`src/rtl/common_pkg.sv`:
```
// ============================================================================
// Module      : common (package)
// Description : Project-wide base types shared by every block.
// Revision    : 1.0  initial release
// ============================================================================
`default_nettype none

package common;

    typedef logic [31:0] word_t;

endpackage

`default_nettype wire

```
`src/rtl/cpu_common_pkg.sv`:
```
// ============================================================================
// Module      : cpu_common (package)
// Description : CPU-level types: ALU modes, requester ids and ALU request struct.
// Revision    : 1.0  initial release
// ============================================================================
`default_nettype none

package cpu_common;

    import common::*;

    typedef enum logic [3:0] {
        ALU_ADD  = 4'd0,
        ALU_SUB  = 4'd1,
        ALU_AND  = 4'd2,
        ALU_OR   = 4'd3,
        ALU_XOR  = 4'd4,
        ALU_SLL  = 4'd5,
        ALU_SRL  = 4'd6,
        ALU_SRA  = 4'd7,
        ALU_SLT  = 4'd8,
        ALU_SLTU = 4'd9
    } alu_mode_t;

    typedef logic alu_port_t;

    typedef struct packed {
        alu_mode_t mode;
        word_t     op1;
        word_t     op2;
    } alu_req_t;

endpackage

`default_nettype wire

```
`src/rtl/alu.sv`:
```
// ============================================================================
// Module      : alu
// Description : Purely combinational 32-bit integer ALU.
// Revision    : 1.0  initial release
// ============================================================================
`default_nettype none

module alu
    import common::*;
    import cpu_common::*;
(
    input  alu_mode_t mode_i,
    input  word_t     op1_i,
    input  word_t     op2_i,
    output word_t     result_o
);

    logic [4:0] shamt;

    always_comb begin
        shamt    = op2_i[4:0];
        result_o = '0;
        case (mode_i)
            ALU_ADD:  result_o = op1_i + op2_i;
            ALU_SUB:  result_o = op1_i - op2_i;
            ALU_AND:  result_o = op1_i & op2_i;
            ALU_OR:   result_o = op1_i | op2_i;
            ALU_XOR:  result_o = op1_i ^ op2_i;
            ALU_SLL:  result_o = op1_i << shamt;
            ALU_SRL:  result_o = op1_i >> shamt;
            ALU_SRA:  result_o = word_t'($signed(op1_i) >>> shamt);
            ALU_SLT:  result_o = {31'b0, ($signed(op1_i) < $signed(op2_i))};
            ALU_SLTU: result_o = {31'b0, (op1_i < op2_i)};
            default:  result_o = '0;
        endcase
    end

endmodule

`default_nettype wire

```
`src/rtl/alu_arbiter.sv`:
```
// ============================================================================
// Module      : alu_arbiter
// Description : Shares one ALU between two requesters through a single tagged
//               result slot. ALU_ARBITER_ROUND_ROBIN_EN selects round-robin
//               (defined) or fixed port-0 priority (undefined).
// Revision    : 1.0  initial release
// ============================================================================
`default_nettype none

module alu_arbiter
    import common::*;
    import cpu_common::*;
#(
    parameter int NUM_PORTS = 2
) (
    input  logic                  clk_i,
    input  logic                  rst_ni,
    input  alu_mode_t [1:0]       req_mode_i,
    input  logic [1:0][31:0]      req_op1_i,
    input  logic [1:0][31:0]      req_op2_i,
    input  logic [1:0]            req_valid_i,
    output logic [1:0]            req_ready_o,
    output logic [31:0]           resp_result_o,
    output logic [1:0]            resp_valid_o,
    input  logic [1:0]            resp_ready_i,
    output logic                  busy_o
);

    if (NUM_PORTS != 2) begin : g_num_ports_check
        $error("alu_arbiter: NUM_PORTS must be 2");
    end

    typedef enum logic [0:0] {
        SLOT_EMPTY = 1'b0,
        SLOT_FULL  = 1'b1
    } slot_state_t;

    slot_state_t state_q, state_d;
    alu_port_t   owner_q, owner_d;
    word_t       result_q, result_d;
    word_t       alu_result;
    alu_req_t    req_sel;
    alu_port_t   sel;
    alu_port_t   prio;
    logic [1:0]  grant;
    logic        drain;
    logic        slot_free;
    logic        accept;

`ifdef ALU_ARBITER_ROUND_ROBIN_EN
    alu_port_t prio_q, prio_d;
    assign prio = prio_q;
`else
    assign prio = 1'b0;
`endif

    always_comb begin : arbitrate
        drain     = (state_q == SLOT_FULL) && resp_ready_i[owner_q];
        slot_free = (state_q == SLOT_EMPTY) || drain;
        grant     = 2'b00;
        sel       = prio;
        if (req_valid_i[prio]) begin
            grant[prio] = 1'b1;
            sel         = prio;
        end else if (req_valid_i[~prio]) begin
            grant[~prio] = 1'b1;
            sel          = ~prio;
        end
        // Ready is masked during reset so no request can look accepted.
        req_ready_o = (slot_free && rst_ni) ? grant : 2'b00;
        accept      = |(req_valid_i & req_ready_o);
        req_sel     = '{mode: req_mode_i[sel], op1: req_op1_i[sel], op2: req_op2_i[sel]};
    end

    alu u_alu (
        .mode_i   (req_sel.mode),
        .op1_i    (req_sel.op1),
        .op2_i    (req_sel.op2),
        .result_o (alu_result)
    );

    always_comb begin : slot_next
        state_d  = state_q;
        owner_d  = owner_q;
        result_d = result_q;
        if (accept) begin
            state_d  = SLOT_FULL;
            owner_d  = sel;
            result_d = alu_result;
        end else if (drain) begin
            state_d  = SLOT_EMPTY;
        end
    end

    always_ff @(posedge clk_i or negedge rst_ni) begin
        if (!rst_ni) begin
            state_q  <= SLOT_EMPTY;
            owner_q  <= 1'b0;
            result_q <= '0;
        end else begin
            state_q  <= state_d;
            owner_q  <= owner_d;
            result_q <= result_d;
        end
    end

`ifdef ALU_ARBITER_ROUND_ROBIN_EN
    always_comb begin : prio_next
        prio_d = prio_q;
        if (accept) begin
            prio_d = ~sel;
        end
    end

    always_ff @(posedge clk_i or negedge rst_ni) begin
        if (!rst_ni) begin
            prio_q <= 1'b0;
        end else begin
            prio_q <= prio_d;
        end
    end
`endif

    always_comb begin : outputs
        resp_valid_o  = 2'b00;
        if (state_q == SLOT_FULL) begin
            resp_valid_o[owner_q] = 1'b1;
        end
        resp_result_o = result_q;
        busy_o        = (state_q == SLOT_FULL);
    end

endmodule

`default_nettype wire

```
`config.mk`:
```
export PLATFORM = sky130hd
export DESIGN_NAME = alu_arbiter
export DESIGN_NICKNAME = d
export VERILOG_FILES = /design/src/rtl/common_pkg.sv /design/src/rtl/cpu_common_pkg.sv /design/src/rtl/alu.sv /design/src/rtl/alu_arbiter.sv
export SDC_FILE = /design/constraint.sdc
export NUM_CORES = 1
export LEC_CHECK = 0
export CAP_MARGIN = 0
export CORE_ASPECT_RATIO = 0.6
export CORE_MARGIN = 8
export CORE_UTILIZATION = 40
export DETAILED_ROUTE_END_ITERATION = 12
export PLACE_DENSITY = 0.71
export SLEW_MARGIN = 20
export SYNTH_ARGS = -nofsm -noshare
export SYNTH_HDL_FRONTEND = slang
export SYNTH_HIERARCHICAL = 1
export SYNTH_SLANG_ARGS = --single-unit
```
`constraint.sdc`:
```
create_clock -name clk_i -period 2 [get_ports clk_i]
set_input_delay 0.4 -clock clk_i [delete_from_list [all_inputs] [get_ports clk_i]]
set_output_delay 0.4 -clock clk_i [all_outputs]
set_load 0.05 [all_outputs]
```
==> results_tabular.tex, run 1 <==
\begin{tabular}{lr}
\hline
Metric & Value \\
\hline
\multicolumn{2}{l}{\textbf{Synth}} \\
Library cells used by synthesis & 86 \\
Netlist area before placement & around 11,000 sq um \\
Largest area contributor in the netlist & sky130\_fd\_sc\_hd\_\_ha\_1 \\
Top FF cell, synth & sky130\_fd\_sc\_hd\_\_dfrtp\_1 \\
Async set-reset flop share out of synthesis & 100\% \\
Mapped Avg Cell Area & 7.39 sq um \\
Sequential-to-total area share from yosys stat & approximately 8.0\% \\
Fraction of synthesized cell area taken by the top area cell type & between 10\% and 20\% \\
Post-synthesis register bit count & 34 \\
Number of enable-type register cells in the synthesized netlist & 0 \\
Leading cell types by total area after synthesis & sky130\_fd\_sc\_hd\_\_ha\_1 12\%, sky130\_fd\_sc\_hd\_\_dfrtp\_1 8.0\%, sky130\_fd\_sc\_hd\_\_mux2\_1 7.4\% \\
Post-synthesis cell count & between 1,000 and 1,500 \\
Post-Synthesis Net Count & roughly 1,700 \\
Yosys Warn Count & 6 \\
\multicolumn{2}{l}{\textbf{Clock tree}} \\
Clock sinks & 34 \\
CTS H-tree lvls & 2 \\
Root Buffer Master & sky130\_fd\_sc\_hd\_\_clkbuf\_16 \\
Number of buffers added by the clock tree synthesis step & 5 \\
Buffer levels on the longest clock path & 2 \\
Total of hold buffers inserted after clock tree synthesis & 0 \\
Clock-pin slew on the worst setup and hold paths & about 0.060 ns \\
TritonCTS clock tree & yes \\
Worst-skew pair later-pin latency & roughly 0.29 ns \\
\multicolumn{2}{l}{\textbf{Setup path}} \\
Critical path data required time & 2.18 ns \\
Reg-to-reg startpoint & owner\_q\$\_DFFE\_PN0P\_ \\
Sort of element at the start of the critical path & input port \\
Endpoint type of the worst setup path & flip-flop \\
Critical path type & in -> reg \\
Critical path arrival & between 4 and 5 ns \\
Biggest fanout along the worst timing path & 5 \\
Setup crit start & req\_valid\_i[0] \\
\multicolumn{2}{l}{\textbf{Timing}} \\
Max-Slew Margin vs Limit & 54.3\% \\
Final setup violation count & 32 \\
Number of hold violations in the final report & 0 \\
Period utilisation layout & 201\% \\
Highest attainable clock frequency & $\sim$250 MHz \\
RSZ-0062 raised after global routing & true \\
Slew Limit Fails & 0 \\
Slew @ Worst Pin & roughly 0.68 ns \\
Shortest period the worst path allows & $\sim$4 ns \\
Final worst setup slack & -2.02 ns \\
Setup skew after layout & approximately 0.0038 ns \\
\multicolumn{2}{l}{\textbf{Route}} \\
Number of nets still failing antenna checks after routing & 0 \\
Wire length per cell & between 20 and 25 um \\
Wirelength, routed & about 60,000 um \\
Detailed Routing Iterations Pass 1 & 6 \\
Vias after detailed routing & between 10,000 and 15,000 \\
Number of DRC markers after the initial detailed-route iteration & about 2,000 \\
Total DRC errors in the routed layout & 0 \\
Via density & slightly above 6 \\
\multicolumn{2}{l}{\textbf{GRT}} \\
Aggregate global routing overflow & 0 \\
Global-route wire length before repair & slightly below 90,000 um \\
Pin count of the biggest net entering global routing & 73 \\
GRT Overall Usage & 35.5\% \\
Initial antenna violation count & 2 \\
Via count of the first global-routing pass & 14,300 \\
\multicolumn{2}{l}{\textbf{Placement}} \\
Routability cong. & 1.05 \\
Worst slack, placed & -2.80 ns \\
Quantity of I/O buffers inserted on ports & approximately 180 \\
Number of instances in the placed design & between 2,000 and 2,500 \\
Half-perimeter wire length after detailed placement & 47,400 um \\
\multicolumn{2}{l}{\textbf{Floorplanning}} \\
Std-Cell Core Area & between 20,000 and 30,000 sq um \\
Die span in x & approximately 230 um \\
Initial core utilization & 40.5\% \\
Top Ports & between 150 and 200 \\
Die Outline Area & between 30,000 and 40,000 sq um \\
Vertical die dimension & between 100 and 150 um \\
Core Rows & 46 \\
\multicolumn{2}{l}{\textbf{Run status}} \\
Run status & finished, violations left \\
Violated checks & setup timing \\
\multicolumn{2}{l}{\textbf{Power}} \\
Worst supply voltage drop on vdd & between 0.5 and 0.6 mV \\
Pwr/cell area & 580 nW/um\^{}2 \\
Leakage power total & 8.47 nW \\
Overall Power & around 11 mW \\
\multicolumn{2}{l}{\textbf{Cells and area}} \\
Number of diodes added for antenna fixing & 0 \\
Layout cell share with drive strength beyond 1 & between 40 and 50\% \\
Area grow syn2layout & 76.0\% \\
Final net count & 2,331 \\
Number of standard cells in the layout, taps in and fillers out & 2,448 \\
\multicolumn{2}{l}{\textbf{Min path}} \\
Class of the tightest hold or removal check & in -> async \\
\multicolumn{2}{l}{\textbf{Flow run}} \\
Number of maximum-capacitance constraint violations & 0 \\
\hline
\end{tabular}
placed cells by master, fill, tap and decap left out, drive strengths merged, types with 28 or more instances in the layout:
master	count
buf	601
a211oi	29
a21oi	146
nand2	115
clkdlybuf4s50	149
mux2i	43
mux4	34
nor3	28
o21ai	107
dfrtp	34
mux2	106
inv	95
ha	98
o211ai	28
nor2	175
routing by layer:
metal	GRT usage, %	share of wire (%)	up-vias
met2	52.6	42	995
met4	12.4	4.2	4
li1	-	-	6642
met5	0	0.038	-
met3	8.81	12	161
met1	49.2	42	7100
critical path: stages:
cell and delay (ns):
sky130_fd_sc_hd__buf_6 0.09, sky130_fd_sc_hd__nand2b_4 0.21, sky130_fd_sc_hd__buf_12 0.18, sky130_fd_sc_hd__buf_8 0.14, sky130_fd_sc_hd__mux2_4 0.36, sky130_fd_sc_hd__buf_12 0.16
sky130_fd_sc_hd__fa_2 0.41, sky130_fd_sc_hd__o21ba_4 0.22, sky130_fd_sc_hd__o21ai_4 0.13, sky130_fd_sc_hd__nand4_1 0.16, sky130_fd_sc_hd__buf_4 0.19, sky130_fd_sc_hd__a31o_4 0.24
sky130_fd_sc_hd__a21oi_4 0.17, sky130_fd_sc_hd__a311oi_2 0.15, sky130_fd_sc_hd__o211a_1 0.24, sky130_fd_sc_hd__nor2_2 0.10, sky130_fd_sc_hd__mux2i_1 0.19, sky130_fd_sc_hd__nand4_1 0.13
sky130_fd_sc_hd__mux2_4 0.27
synth_stat cells, drive strengths merged (15+ instances only):
master / n
a31oi: 20
ha: 98
mux2i: 43
buf: 49
a211oi: 29
nor3: 28
a21o: 15
nor2: 175
o221ai: 15
mux2: 106
clkbuf: 60
o211ai: 28
nand3: 27
a221oi: 17
nand2b: 18
o21ai: 107
nand2: 115
inv: 97
dfrtp: 34
mux4: 34
a21oi: 146
cell type report:
| type | count | area (sq um) |
|---|---|---|
| Clock buffer | 6 | 139 |
| Sequential cell | 34 | 851 |
| Timing Repair Buffer | 751 | 6520 |
| Inverter | 97 | 398 |
| Tap cell | 360 | 450 |
| Fill cell | 2129 | 7560 |
| Multi-Input combinational cell | 1200 | 10400 |
path summary, 6_finish.rpt:
| path | slack (ns) | cells after the start | to |
|---|---|---|---|
| max in group asynchronous | 1.44 | 2 | resp_result_o[3]$_DFFE_PN0P_ |
| setup / recovery | -2.02 | 19 | resp_result_o[26]$_DFFE_PN0P_ |
| hold reg to reg | 0.51 | 1 | resp_result_o[8]$_DFFE_PN0P_ |
| setup reg to reg | 0.35 | 5 | resp_result_o[25]$_DFFE_PN0P_ |
| hold / removal | 0.21 | 2 | resp_result_o[7]$_DFFE_PN0P_ |
| min in group clk_i | 0.41 | 3 | owner_q$_DFFE_PN0P_ |
registers in the layout, summed over array words and instances (netlist names):
| signal | flops |
|---|---|
| resp_result_o | 32 |
| owner_q | 1 |
| busy_o | 1 |
power by group:
part           internal (mW)  switching, mW  leakage (nW)
Clock                  0.483          0.325        0.0688
Combinational           4.09           4.84          7.99
Sequential             0.948          0.175         0.416
kinds of logic (layout without fill, tap and decap cells):
group	after synthesis	count (layout)	share of synthesized area, %
xor+xnor	5	5	0.411
buf+inv	206	854	8.25
mux	183	183	23.5
flops	34	34	7.99
fa+ha+maj	100	100	11.9
simple gates	423	423	17.9
compound gates	489	489	30.1
metrics by stage:
step / util [%] / setup TNS, ns / instance area [sq um] / hold WS, ns
floorplan: - / -54.76 / 11000 / 0.104
global placement: 62.3 / -78.28 / 16400 / 0.475
detailed placement: 62.3 / -80.15 / 16400 / 0.483
CTS: 67.4 / -52.29 / 17700 / 0.183
global route: 71.2 / -55.63 / 18700 / 0.188
finish: 71.2 / -53.85 / 18700 / 0.206
timing repair:
item	in CTS	in global routing
resized for setup	207	203
endpoints found under the hold margin	0	0
cloned	4	1
buffers inserted	44	30
pin swaps	74	91
setup endpoints to repair	34	34
(Power assumes the default switching activity.)
==> run 2, diff against run 1 <==
- SKIP_LAST_GASP: default -> 1
==> run 2 against run 1 <==
Compared with the run above:
- clock-buffer cell count did not move
- clock power rose by 0.5%
- die area stayed put
- sequential power barely moved
- sequential cell count unchanged
- largest cell class unchanged
- the flow still finishes with violations (setup timing)
- largest power group unchanged
- critical path type unchanged
==> results_tabular.tex, run 2 (synthesis results as in run 1) <==
\begin{tabular}{lr}
\hline
Metric & Value \\
\hline
\multicolumn{2}{l}{\textbf{Route}} \\
Vias after detailed routing & 14,900 (about the same) \\
Number of DRC markers after the initial detailed-route iteration & 1,919 (was 2,049) \\
Wire length per cell & 24.6 um (was 24.7 um) \\
WL met3 & 6520 um (was 7170 um) \\
Via density & 6.09 (about the same) \\
Total DRC errors in the routed layout & 0 (unchanged) \\
Uppermost layer routed & met5 (unchanged) \\
Detailed Routing Iterations Pass 1 & 7 (was 6) \\
Wirelength, routed & 60,300 um (was 60,500 um) \\
Metal1 wirelength & 25,900 um (was 25,400 um) \\
Number of nets still failing antenna checks after routing & 0 (unchanged) \\
Met2 Routed Length & 25,500 um (was 25,400 um) \\
\multicolumn{2}{l}{\textbf{Setup path}} \\
Reg-to-reg startpoint & owner\_q\$\_DFFE\_PN0P\_ (unchanged) \\
Critical path data required time & 2.18 ns (about the same) \\
FF-to-FF setup slack & 0.35 ns (about the same) \\
Endpoint type of the worst setup path & flip-flop (unchanged) \\
Biggest fanout along the worst timing path & 5 (unchanged) \\
Worst r2r dst & resp\_result\_o[25]\$\_DFFE\_PN0P\_ (unchanged) \\
Cells on worst reg2reg path & 5 (unchanged) \\
Critical path type & in -> reg (unchanged) \\
Critical path arrival & 4.20 ns (was 4.19 ns) \\
Sort of element at the start of the critical path & input port (unchanged) \\
\multicolumn{2}{l}{\textbf{GRT}} \\
Aggregate global routing overflow & 0 (unchanged) \\
GRT Overall Usage & 35.4\% (was 35.5\%) \\
Initial antenna violation count & 1 (was 2) \\
Pin count of the biggest net entering global routing & 73 (unchanged) \\
Via count of the first global-routing pass & 14,300 (about the same) \\
Global-route wire length before repair & 88,000 um (was 88,100 um) \\
\multicolumn{2}{l}{\textbf{Clock tree}} \\
TritonCTS clock tree & yes (unchanged) \\
Number of buffers added by the clock tree synthesis step & 5 (unchanged) \\
CTS H-tree lvls & 2 (unchanged) \\
Worst-skew pair later-pin latency & 0.29 ns (about the same) \\
Root Buffer Master & sky130\_fd\_sc\_hd\_\_clkbuf\_16 (unchanged) \\
Buffer levels on the longest clock path & 2 (unchanged) \\
Clock sinks & 34 (unchanged) \\
Clock-pin slew on the worst setup and hold paths & 0.06 ns (about the same) \\
\multicolumn{2}{l}{\textbf{Cells and area}} \\
Area grow syn2layout & 74.6\% (was 76.0\%) \\
Top library cells by usage in the layout, fill and taps aside & 539 x sky130\_fd\_sc\_hd\_\_buf\_4, 149 x sky130\_fd\_sc\_hd\_\_clkdlybuf4s50\_1, 149 x sky130\_fd\_sc\_hd\_\_nor2\_1, 109 x sky130\_fd\_sc\_hd\_\_nand2\_1, 105 x sky130\_fd\_sc\_hd\_\_a21oi\_1 (was 527 x sky130\_fd\_sc\_hd\_\_buf\_4, 152 x sky130\_fd\_sc\_hd\_\_nor2\_1, 149 x sky130\_fd\_sc\_hd\_\_clkdlybuf4s50\_1, 108 x sky130\_fd\_sc\_hd\_\_nand2\_1, 101 x sky130\_fd\_sc\_hd\_\_a21oi\_1) \\
Number of diodes added for antenna fixing & 0 (unchanged) \\
Most common cell after layout, fill and taps aside & sky130\_fd\_sc\_hd\_\_buf\_4 (unchanged) \\
Final net count & 2,331 (unchanged) \\
Number of flip-flops in the largest register & 32 (unchanged) \\
Layout cell share with drive strength beyond 1 & 45.0\% (was 45.4\%) \\
Number of standard cells in the layout, taps in and fillers out & 2,448 (unchanged) \\
\multicolumn{2}{l}{\textbf{Floorplanning}} \\
Vertical die dimension & 142 um (unchanged) \\
Top Ports & 179 (unchanged) \\
Die span in x & 227 um (unchanged) \\
Initial core utilization & 40.5\% (unchanged) \\
Core Rows & 46 (unchanged) \\
Std-Cell Core Area & 26,300 sq um (unchanged) \\
Die Outline Area & 32,300 sq um (unchanged) \\
\multicolumn{2}{l}{\textbf{Power}} \\
Leakage power total & 8.44 nW (was 8.47 nW) \\
Pwr/cell area & 583 nW/um\^{}2 (was 580 nW/um\^{}2) \\
Worst supply voltage drop on vdd & 0.592 mV (was 0.591 mV) \\
\multicolumn{2}{l}{\textbf{Timing}} \\
Setup skew after layout & 0.00415 ns (was 0.00385 ns) \\
Slew @ Worst Pin & 0.691 ns (was 0.682 ns) \\
Slew Limit Fails & 0 (unchanged) \\
Period utilisation layout & 201\% (about the same) \\
Final setup violation count & 32 (unchanged) \\
RSZ-0062 raised after global routing & true (unchanged) \\
Number of hold violations in the final report & 0 (unchanged) \\
Max-Slew Margin vs Limit & 53.7\% (was 54.3\%) \\
Final worst setup slack & -2.02 ns (about the same) \\
Final sum of negative setup slack & -53.69 ns (was -53.85 ns) \\
Highest attainable clock frequency & 249 MHz (about the same) \\
Shortest period the worst path allows & 4.02 ns (about the same) \\
\multicolumn{2}{l}{\textbf{Run status}} \\
Run status & finished, violations left (unchanged) \\
Violated checks & setup timing (unchanged) \\
\multicolumn{2}{l}{\textbf{Placement}} \\
Number of instances in the placed design & 2,376 (unchanged) \\
Half-perimeter wire length after detailed placement & 47,400 um (unchanged) \\
Quantity of I/O buffers inserted on ports & 178 (unchanged) \\
Routability cong. & 1.05 (unchanged) \\
\multicolumn{2}{l}{\textbf{Min path}} \\
Class of the tightest hold or removal check & in -> async (unchanged) \\
\multicolumn{2}{l}{\textbf{Flow run}} \\
Number of maximum-capacitance constraint violations & 0 (unchanged) \\
\hline
\end{tabular}
-- run 2: cell types whose count changed in the layout (fill, tap and decap cells not counted), sizes merged --
cell and change:
buf +1, clkbuf -1
-- run 2: report_power, final --
| group | internal [mW] | total, mW | switching (mW) |
|---|---|---|---|
| sequential | 0.948 | 1.12 | 0.176 |
| clock | 0.483 | 0.812 | 0.329 |
| combinational | 4.07 | 8.89 | 4.82 |
-- run 2: metal layers --
| layer | up-vias | GRT usage [%] |
|---|---|---|
| met5 | - | 0 |
| met4 | 2 | 12.2 |
| met3 | 139 | 8.68 |
| met2 | 934 | 52.5 |
| met1 | 7203 | 49.3 |
| li1 | 6621 | - |
-- run 2: timing repair --
item,4_1_cts,5_1_grt
resized for setup,190,193
endpoints found under the setup margin,34,34
hold buffers,0,0
hold endpoints to repair,0,0
pin swaps,72,97
cloned,4,0
setup buffers,44,30
-- run 2: metrics by stage --
step,instance area [sq um],power [mW],utilization (%),setup slack [ns],hold WS [ns]
after floorplan,11000,5.27,-,-2.19,0.104
after global placement,16400,8.65,62.3,-2.75,0.475
after detailed placement,16400,8.70,62.3,-2.80,0.483
after CTS,17700,10.1,67.2,-2.00,0.183
after global routing,18600,11.3,70.7,-2.07,0.188
final,18600,10.8,70.7,-2.02,0.202
-- run 2: final cells by class --
type | count | area [sq um]
Multi-Input combinational cell | 1200 | 10300
Fill cell | 2171 | 7720
Timing Repair Buffer | 751 | 6440
Sequential cell | 34 | 851
Tap cell | 360 | 450
Inverter | 97 | 398
Clock buffer | 6 | 139
-- run 2: how the worst max path moves through the flow --
stage                         from                             to  slack, ns
floorplan           req_valid_i[0]   resp_result_o[0]$_DFFE_PN0P_      -2.19
global placement    req_valid_i[0]  resp_result_o[31]$_DFFE_PN0P_      -2.75
detailed placement  req_valid_i[0]  resp_result_o[23]$_DFFE_PN0P_      -2.80
CTS                 req_valid_i[0]  resp_result_o[29]$_DFFE_PN0P_      -2.00
global route        req_valid_i[0]  resp_result_o[23]$_DFFE_PN0P_      -2.07
finish              req_valid_i[0]  resp_result_o[26]$_DFFE_PN0P_      -2.02
-- run 2: critical path: stages --
cell	delay, ns
sky130_fd_sc_hd__buf_6	0.09
sky130_fd_sc_hd__nand2b_4	0.21
sky130_fd_sc_hd__buf_12	0.18
sky130_fd_sc_hd__buf_8	0.14
sky130_fd_sc_hd__mux2_4	0.35
sky130_fd_sc_hd__buf_12	0.16
sky130_fd_sc_hd__fa_2	0.41
sky130_fd_sc_hd__o21ba_4	0.22
sky130_fd_sc_hd__o21ai_4	0.13
sky130_fd_sc_hd__nand4_1	0.16
sky130_fd_sc_hd__buf_4	0.19
sky130_fd_sc_hd__a31o_4	0.24
sky130_fd_sc_hd__a21oi_4	0.17
sky130_fd_sc_hd__a311oi_2	0.16
sky130_fd_sc_hd__o211a_1	0.25
sky130_fd_sc_hd__nor2_2	0.11
sky130_fd_sc_hd__mux2i_1	0.19
sky130_fd_sc_hd__nand4_1	0.13
sky130_fd_sc_hd__mux2_4	0.27
